$ cat src/rtl/mips_fetch_stage_if.sv
// Fetch-stage bundle: instruction-memory port, decode redirect/stall inputs,
// IF/ID register outputs and status/performance outputs.
interface mips_fetch_stage_if #(
   parameter int unsigned CNT_W = 16
);
   logic [31:0]      PC;
   logic [31:0]      Inst;
   logic             stall;
   logic             br_taken;
   logic [31:0]      br_target;
   logic             jr_taken;
   logic [31:0]      jr_target;
   logic [31:0]      ifid_inst;
   logic [31:0]      ifid_pc4;
   logic             ifid_valid;
   logic             misalign;
   logic [CNT_W-1:0] fetch_cnt;
   logic [CNT_W-1:0] squash_cnt;

   // Fetch-stage side
   modport master (
      output PC, ifid_inst, ifid_pc4, ifid_valid, misalign, fetch_cnt, squash_cnt,
      input  Inst, stall, br_taken, br_target, jr_taken, jr_target
   );

   // Memory / decode side
   modport slave (
      input  PC, ifid_inst, ifid_pc4, ifid_valid, misalign, fetch_cnt, squash_cnt,
      output Inst, stall, br_taken, br_target, jr_taken, jr_target
   );
endinterface

$ cat src/rtl/mips_fetch_stage.sv
// MIPS instruction-fetch stage: program counter, IF/ID pipeline register,
// redirect/squash handling and saturating fetch/squash counters.
module mips_fetch_stage #(
   parameter logic [31:0] RESET_PC = 32'h0,
   parameter int unsigned CNT_W    = 16
) (
   input  logic               clock,
   input  logic               reset,
   mips_fetch_stage_if.master bus
);
   localparam logic [CNT_W-1:0] CntMax = {CNT_W{1'b1}};
   localparam logic [CNT_W-1:0] CntOne = CNT_W'(1);

   logic [31:0]      pc_q, pc_d;
   logic [31:0]      ifid_inst_q, ifid_inst_d;
   logic [31:0]      ifid_pc4_q, ifid_pc4_d;
   logic             ifid_valid_q, ifid_valid_d;
   logic             misalign_q, misalign_d;
   logic [CNT_W-1:0] fetch_cnt_q, fetch_cnt_d;
   logic [CNT_W-1:0] squash_cnt_q, squash_cnt_d;

   logic [31:0] pc_plus4;
   logic        redirect;
   logic [31:0] raw_target;

   assign pc_plus4   = pc_q + 32'd4;
   assign redirect   = bus.jr_taken | bus.br_taken;
   // jr wins if decode ever asserts both
   assign raw_target = bus.jr_taken ? bus.jr_target : bus.br_target;

   // Next-state: redirect beats stall beats sequential fetch
   always_comb begin
      pc_d         = pc_q;
      ifid_inst_d  = ifid_inst_q;
      ifid_pc4_d   = ifid_pc4_q;
      ifid_valid_d = ifid_valid_q;
      misalign_d   = misalign_q;
      fetch_cnt_d  = fetch_cnt_q;
      squash_cnt_d = squash_cnt_q;

      if (redirect) begin
         pc_d         = {raw_target[31:2], 2'b00};
         ifid_inst_d  = 32'h0;
         ifid_pc4_d   = 32'h0;
         ifid_valid_d = 1'b0;
         misalign_d   = misalign_q | (|raw_target[1:0]);
         if (squash_cnt_q != CntMax) begin
            squash_cnt_d = squash_cnt_q + CntOne;
         end
      end else if (!bus.stall) begin
         pc_d         = pc_plus4;
         ifid_inst_d  = bus.Inst;
         ifid_pc4_d   = pc_plus4;
         ifid_valid_d = 1'b1;
         if (fetch_cnt_q != CntMax) begin
            fetch_cnt_d = fetch_cnt_q + CntOne;
         end
      end
   end

   // State register with asynchronous active-high reset
   always_ff @(posedge clock or posedge reset) begin
      if (reset) begin
         pc_q         <= RESET_PC;
         ifid_inst_q  <= 32'h0;
         ifid_pc4_q   <= 32'h0;
         ifid_valid_q <= 1'b0;
         misalign_q   <= 1'b0;
         fetch_cnt_q  <= '0;
         squash_cnt_q <= '0;
      end else begin
         pc_q         <= pc_d;
         ifid_inst_q  <= ifid_inst_d;
         ifid_pc4_q   <= ifid_pc4_d;
         ifid_valid_q <= ifid_valid_d;
         misalign_q   <= misalign_d;
         fetch_cnt_q  <= fetch_cnt_d;
         squash_cnt_q <= squash_cnt_d;
      end
   end

   assign bus.PC         = pc_q;
   assign bus.ifid_inst  = ifid_inst_q;
   assign bus.ifid_pc4   = ifid_pc4_q;
   assign bus.ifid_valid = ifid_valid_q;
   assign bus.misalign   = misalign_q;
   assign bus.fetch_cnt  = fetch_cnt_q;
   assign bus.squash_cnt = squash_cnt_q;
endmodule

$ cat src/flat_wrapper.sv
// flat-port wrapper written by rule: the top's interface ports become plain ports
module mips_fetch_stage_flat 
#(
   parameter logic [31:0] RESET_PC = 32'h0,
   parameter int unsigned CNT_W    = 16
)
  (clock, reset, bus_PC, bus_ifid_inst, bus_ifid_pc4, bus_ifid_valid, bus_misalign, bus_fetch_cnt, bus_squash_cnt, bus_Inst, bus_stall, bus_br_taken, bus_br_target, bus_jr_taken, bus_jr_target);
  mips_fetch_stage_if #(.CNT_W(CNT_W)) bus_i ();
  input  logic clock;
  input  logic reset;
  output wire logic [$bits(bus_i.PC)-1:0] bus_PC;
  output wire logic [$bits(bus_i.ifid_inst)-1:0] bus_ifid_inst;
  output wire logic [$bits(bus_i.ifid_pc4)-1:0] bus_ifid_pc4;
  output wire logic [$bits(bus_i.ifid_valid)-1:0] bus_ifid_valid;
  output wire logic [$bits(bus_i.misalign)-1:0] bus_misalign;
  output wire logic [$bits(bus_i.fetch_cnt)-1:0] bus_fetch_cnt;
  output wire logic [$bits(bus_i.squash_cnt)-1:0] bus_squash_cnt;
  input wire logic [$bits(bus_i.Inst)-1:0] bus_Inst;
  input wire logic [$bits(bus_i.stall)-1:0] bus_stall;
  input wire logic [$bits(bus_i.br_taken)-1:0] bus_br_taken;
  input wire logic [$bits(bus_i.br_target)-1:0] bus_br_target;
  input wire logic [$bits(bus_i.jr_taken)-1:0] bus_jr_taken;
  input wire logic [$bits(bus_i.jr_target)-1:0] bus_jr_target;
  assign bus_PC = bus_i.PC;
  assign bus_ifid_inst = bus_i.ifid_inst;
  assign bus_ifid_pc4 = bus_i.ifid_pc4;
  assign bus_ifid_valid = bus_i.ifid_valid;
  assign bus_misalign = bus_i.misalign;
  assign bus_fetch_cnt = bus_i.fetch_cnt;
  assign bus_squash_cnt = bus_i.squash_cnt;
  assign bus_i.Inst = bus_Inst;
  assign bus_i.stall = bus_stall;
  assign bus_i.br_taken = bus_br_taken;
  assign bus_i.br_target = bus_br_target;
  assign bus_i.jr_taken = bus_jr_taken;
  assign bus_i.jr_target = bus_jr_target;
  mips_fetch_stage #(.RESET_PC(RESET_PC), .CNT_W(CNT_W)) u_core (.clock(clock), .reset(reset), .bus(bus_i));
endmodule
$ cat config.mk
export PLATFORM = sky130hd
export DESIGN_NAME = mips_fetch_stage_flat
export DESIGN_NICKNAME = d
export VERILOG_FILES = /design/src/rtl/mips_fetch_stage_if.sv /design/src/rtl/mips_fetch_stage.sv /design/src/flat_wrapper.sv
export SDC_FILE = /design/constraint.sdc
export NUM_CORES = 1
export LEC_CHECK = 0
export ABC_CLOCK_PERIOD_IN_PS = 4200
export CORE_UTILIZATION = 42
export DETAILED_ROUTE_END_ITERATION = 8
export PLACE_DENSITY_LB_ADDON = 0.1
export SETUP_SLACK_MARGIN = 0.3
export SLEW_MARGIN = 20
export SYNTH_ARGS = -nofsm -noshare
export SYNTH_HDL_FRONTEND = slang
export SYNTH_SLANG_ARGS = --single-unit
$ cat constraint.sdc
create_clock -name clock -period 4.2 [get_ports clock]
set_input_delay 0.63 -clock clock [delete_from_list [all_inputs] [get_ports clock]]
set_output_delay 0.63 -clock clock [all_outputs]
set_load 0.05 [all_outputs]
==> qor.yml <==
clock_tree:
  tritoncts: "yes"
  clkLatencyLatePin_ps: 430
  post_cts_buffers: 0
  hold_buffers: 0
  htree_levels: 4
  cts.reportedPaths.clkPinSlew_ps: 60
  cts_root_buf: "clkbuf_16"
  cts_sinks: 127
  post_cts_resized: 0
  cts_max_path_buffers: 2
  numCtsBuffers: 17
logic_synthesis:
  synth.area.top_cells: "dfrtp_1 47%, a21oi_1 6.3%, mux2i_1 5.5%"
  netlist_area_um2: 6690
  async_flop_share_pct: 100
  ys_warn_count: 0
  synth_edf_count: 0
  avgSynthCellArea_um2: 9.55
  yosysTopAreaCell: "dfrtp_1"
  syn_inst: 701
  ys_types: 56
  synth-seq-cells: 127
  synth.yosys.seq_area_share_pct: 47.5
  ys.flop_type: "dfrtp_1"
  synth.top_cell.area_share_pct: 47.5
floorplan:
  num_rows: 45
  die-height_um: 128
  die-area_um2: 16400
  ios: 231
  core_area_um2: 15400
  fp.dieW_um: 128
  start_util_pct: 43.5
route:
  initialDrtViolationCount: 503
  vias: 6234
  viasPerCell: 5.49
  post_drt_wl_per_cell_um: 17.8
  route.detailed.drc: 0
  drtAntennaViolNets: 0
  drt_wl_total_um: 20200
  firstDrtPassIters: 5
setup_path:
  reg2reg_from: "u_core.bus.PC[2]"
  r2r-end: "u_core.bus.ifid_pc4[30]"
  reg2regPathDepth: 6
  cp-end-kind: "flip-flop"
  cp-start-kind: "flip-flop"
  cp-startpoint: "u_core.bus.PC[2]"
  crit_fanout: 12
  crit_arrival_ps: 2990
  cp.required_ps: 4490
  crit_end: "u_core.bus.ifid_pc4[30]"
  ff2ff_setup_slack_ps: 1500
  critPathKind: "flip-flop to flip-flop"
power:
  peakVddDrop_v: 0.000418
  internal-power_uw: 2800
  p_sw_uw: 1460
  combPwrFrac_pct: 27.7
  seqPwrFrac_pct: 35.3
  clock_power_share_pct: 37.0
  leakage_uw: 0.00416
  p_per_area_nw_per_um2: 438
  swShare_pct: 34.4
finish:
  area_growth_pct: 45.4
  drive_gt1_share_pct: 7.25
  final_common_cell: "clkdlybuf4s50_1"
  final_cells: 1135
  diodes: 0
  layout.nets: 1016
  final_cell_mix: "226 x clkdlybuf4s50_1, 127 x dfrtp_1, 84 x a21oi_1"
timing:
  fin_crit_sh_pct: 64.3
  finalCriticalPeriod_ps: 2700
  drv_slew: 0
  rsz0062_at_grt: "no"
  tns_ps: 0
  max_slew_margin_pct: 33.6
  finClkSkew_ps: 7.52
  hold_ws_ps: 487
  finalHoldViolations: 0
  fmax_ghz: 0.370
  worst_slack_ps: 1500
  setup_violations: 0
  tightestPinTransition_ps: 993
placement:
  dp_slack_ps: 1060
  port_buffers: 228
  place.gp.congestion: 0.843
  hpwl_um: 14400
  dp.cells: 1104
global_route:
  track_usage_pct: 25.1
  grt_pass1_wl_um: 31500
  grt_pass1_vias: 6105
  grt_max_degree: 79
  grt_overflow: 0
  antenna_found_initial: 0
job:
  cap_violations: 0
worst_hold_path:
  hp-class: "flip-flop to flip-flop"
outcome:
  outcome: "completed"
-- logic make-up (layout without fill, tap and decap cells) --
kind of cell / count (synthesis) / count (layout) / synth area share [%]
other: 1 / 2 / 0.0560
DFF: 127 / 127 / 47.5
buffers and inverters: 61 / 283 / 4.11
xor gates and xnor gates: 54 / 54 / 7.07
adders and majority gates: 3 / 3 / 0.561
and+or+nand+nor: 228 / 228 / 18.2
muxes: 41 / 41 / 6.21
AOI/OAI and AO/OA: 186 / 186 / 16.3
-- power groups by stage --
stage | Combinational [uW] | Clock [uW] | Sequential (uW)
floorplan | 353 | 0 | 1890
global placement | 1170 | 0 | 1510
detailed placement | 1180 | 0 | 1520
CTS | 1190 | 1590 | 1500
global route | 1250 | 1660 | 1520
finish | 1180 | 1580 | 1510
-- Yosys cell counts, types with 9 or more instances --
library cell  number
xor2_1            18
nand4_1           14
mux2i_1           37
nor3_1            11
nand3_1           23
nand2_1           55
clkbuf_1          23
o21ai_0           50
inv_1             13
nor2_1            68
a2bb2oi_1         11
buf_2             10
dfrtp_1          127
a21oi_1           84
xnor2_1           36
and4_1             9
and3_1            13
-- critical path, stage by stage (launching register included) --
cell and delay (ps):
dfrtp_1 470, ha_1 300, and4_4 280, nand4_2 430, or4_4 720, xnor2_1 250
a21oi_1 110
-- layer usage --
layer	wire length (um)	share of wire, %	track usage [%]	vias up
met4	267	1.3	7.75	0
met2	10000	49	41.8	244
met1	8370	41	31.1	3066
met5	0	0	0	-
met3	1580	7.8	7.85	20
li1	-	-	-	2904
-- final cells by class --
type | count | area (um2)
clock buffer | 18 | 439
clock inverter | 13 | 188
fill | 1286 | 5640
inverter | 14 | 56.3
multi-input combinational | 514 | 3250
sequential | 127 | 3180
tap | 211 | 264
timing repair buffer | 238 | 2360
-- sequential cells by signal, summed over array words and instances, names as in the netlist --
signal / cells
u_core.bus.PC: 30
u_core.bus.fetch_cnt: 16
u_core.bus.misalign: 1
u_core.bus.ifid_pc4: 31
u_core.bus.ifid_inst: 32
u_core.bus.ifid_valid: 1
u_core.bus.squash_cnt: 16
-- worst min-delay path by stage --
stage / start / end / slack, ps / cells past startpoint
5_1_grt: u_core.bus.ifid_valid / u_core.bus.ifid_valid / 500 / 1
3_3_place_gp: u_core.bus.misalign / u_core.bus.misalign / 470 / 2
3_5_place_dp: u_core.bus.fetch_cnt[7] / u_core.bus.fetch_cnt[7] / 480 / 1
6_report: u_core.bus.ifid_valid / u_core.bus.ifid_valid / 490 / 1
4_1_cts: u_core.bus.fetch_cnt[7] / u_core.bus.fetch_cnt[7] / 490 / 1
2_1_floorplan: u_core.bus.ifid_pc4[4] / u_core.bus.ifid_pc4[4] / 750 / 2
-- per-stage QoR --
step	util [%]	area (um2)	power (uW)
after global routing	63.3	9730	4430
final	63.3	9730	4260
after detailed placement	59.2	9100	2700
after global placement	59.2	9100	2680
after floorplan	-	6700	2240
after CTS	63.3	9730	4280
Note: power is estimated with default switching activity, not from simulation.
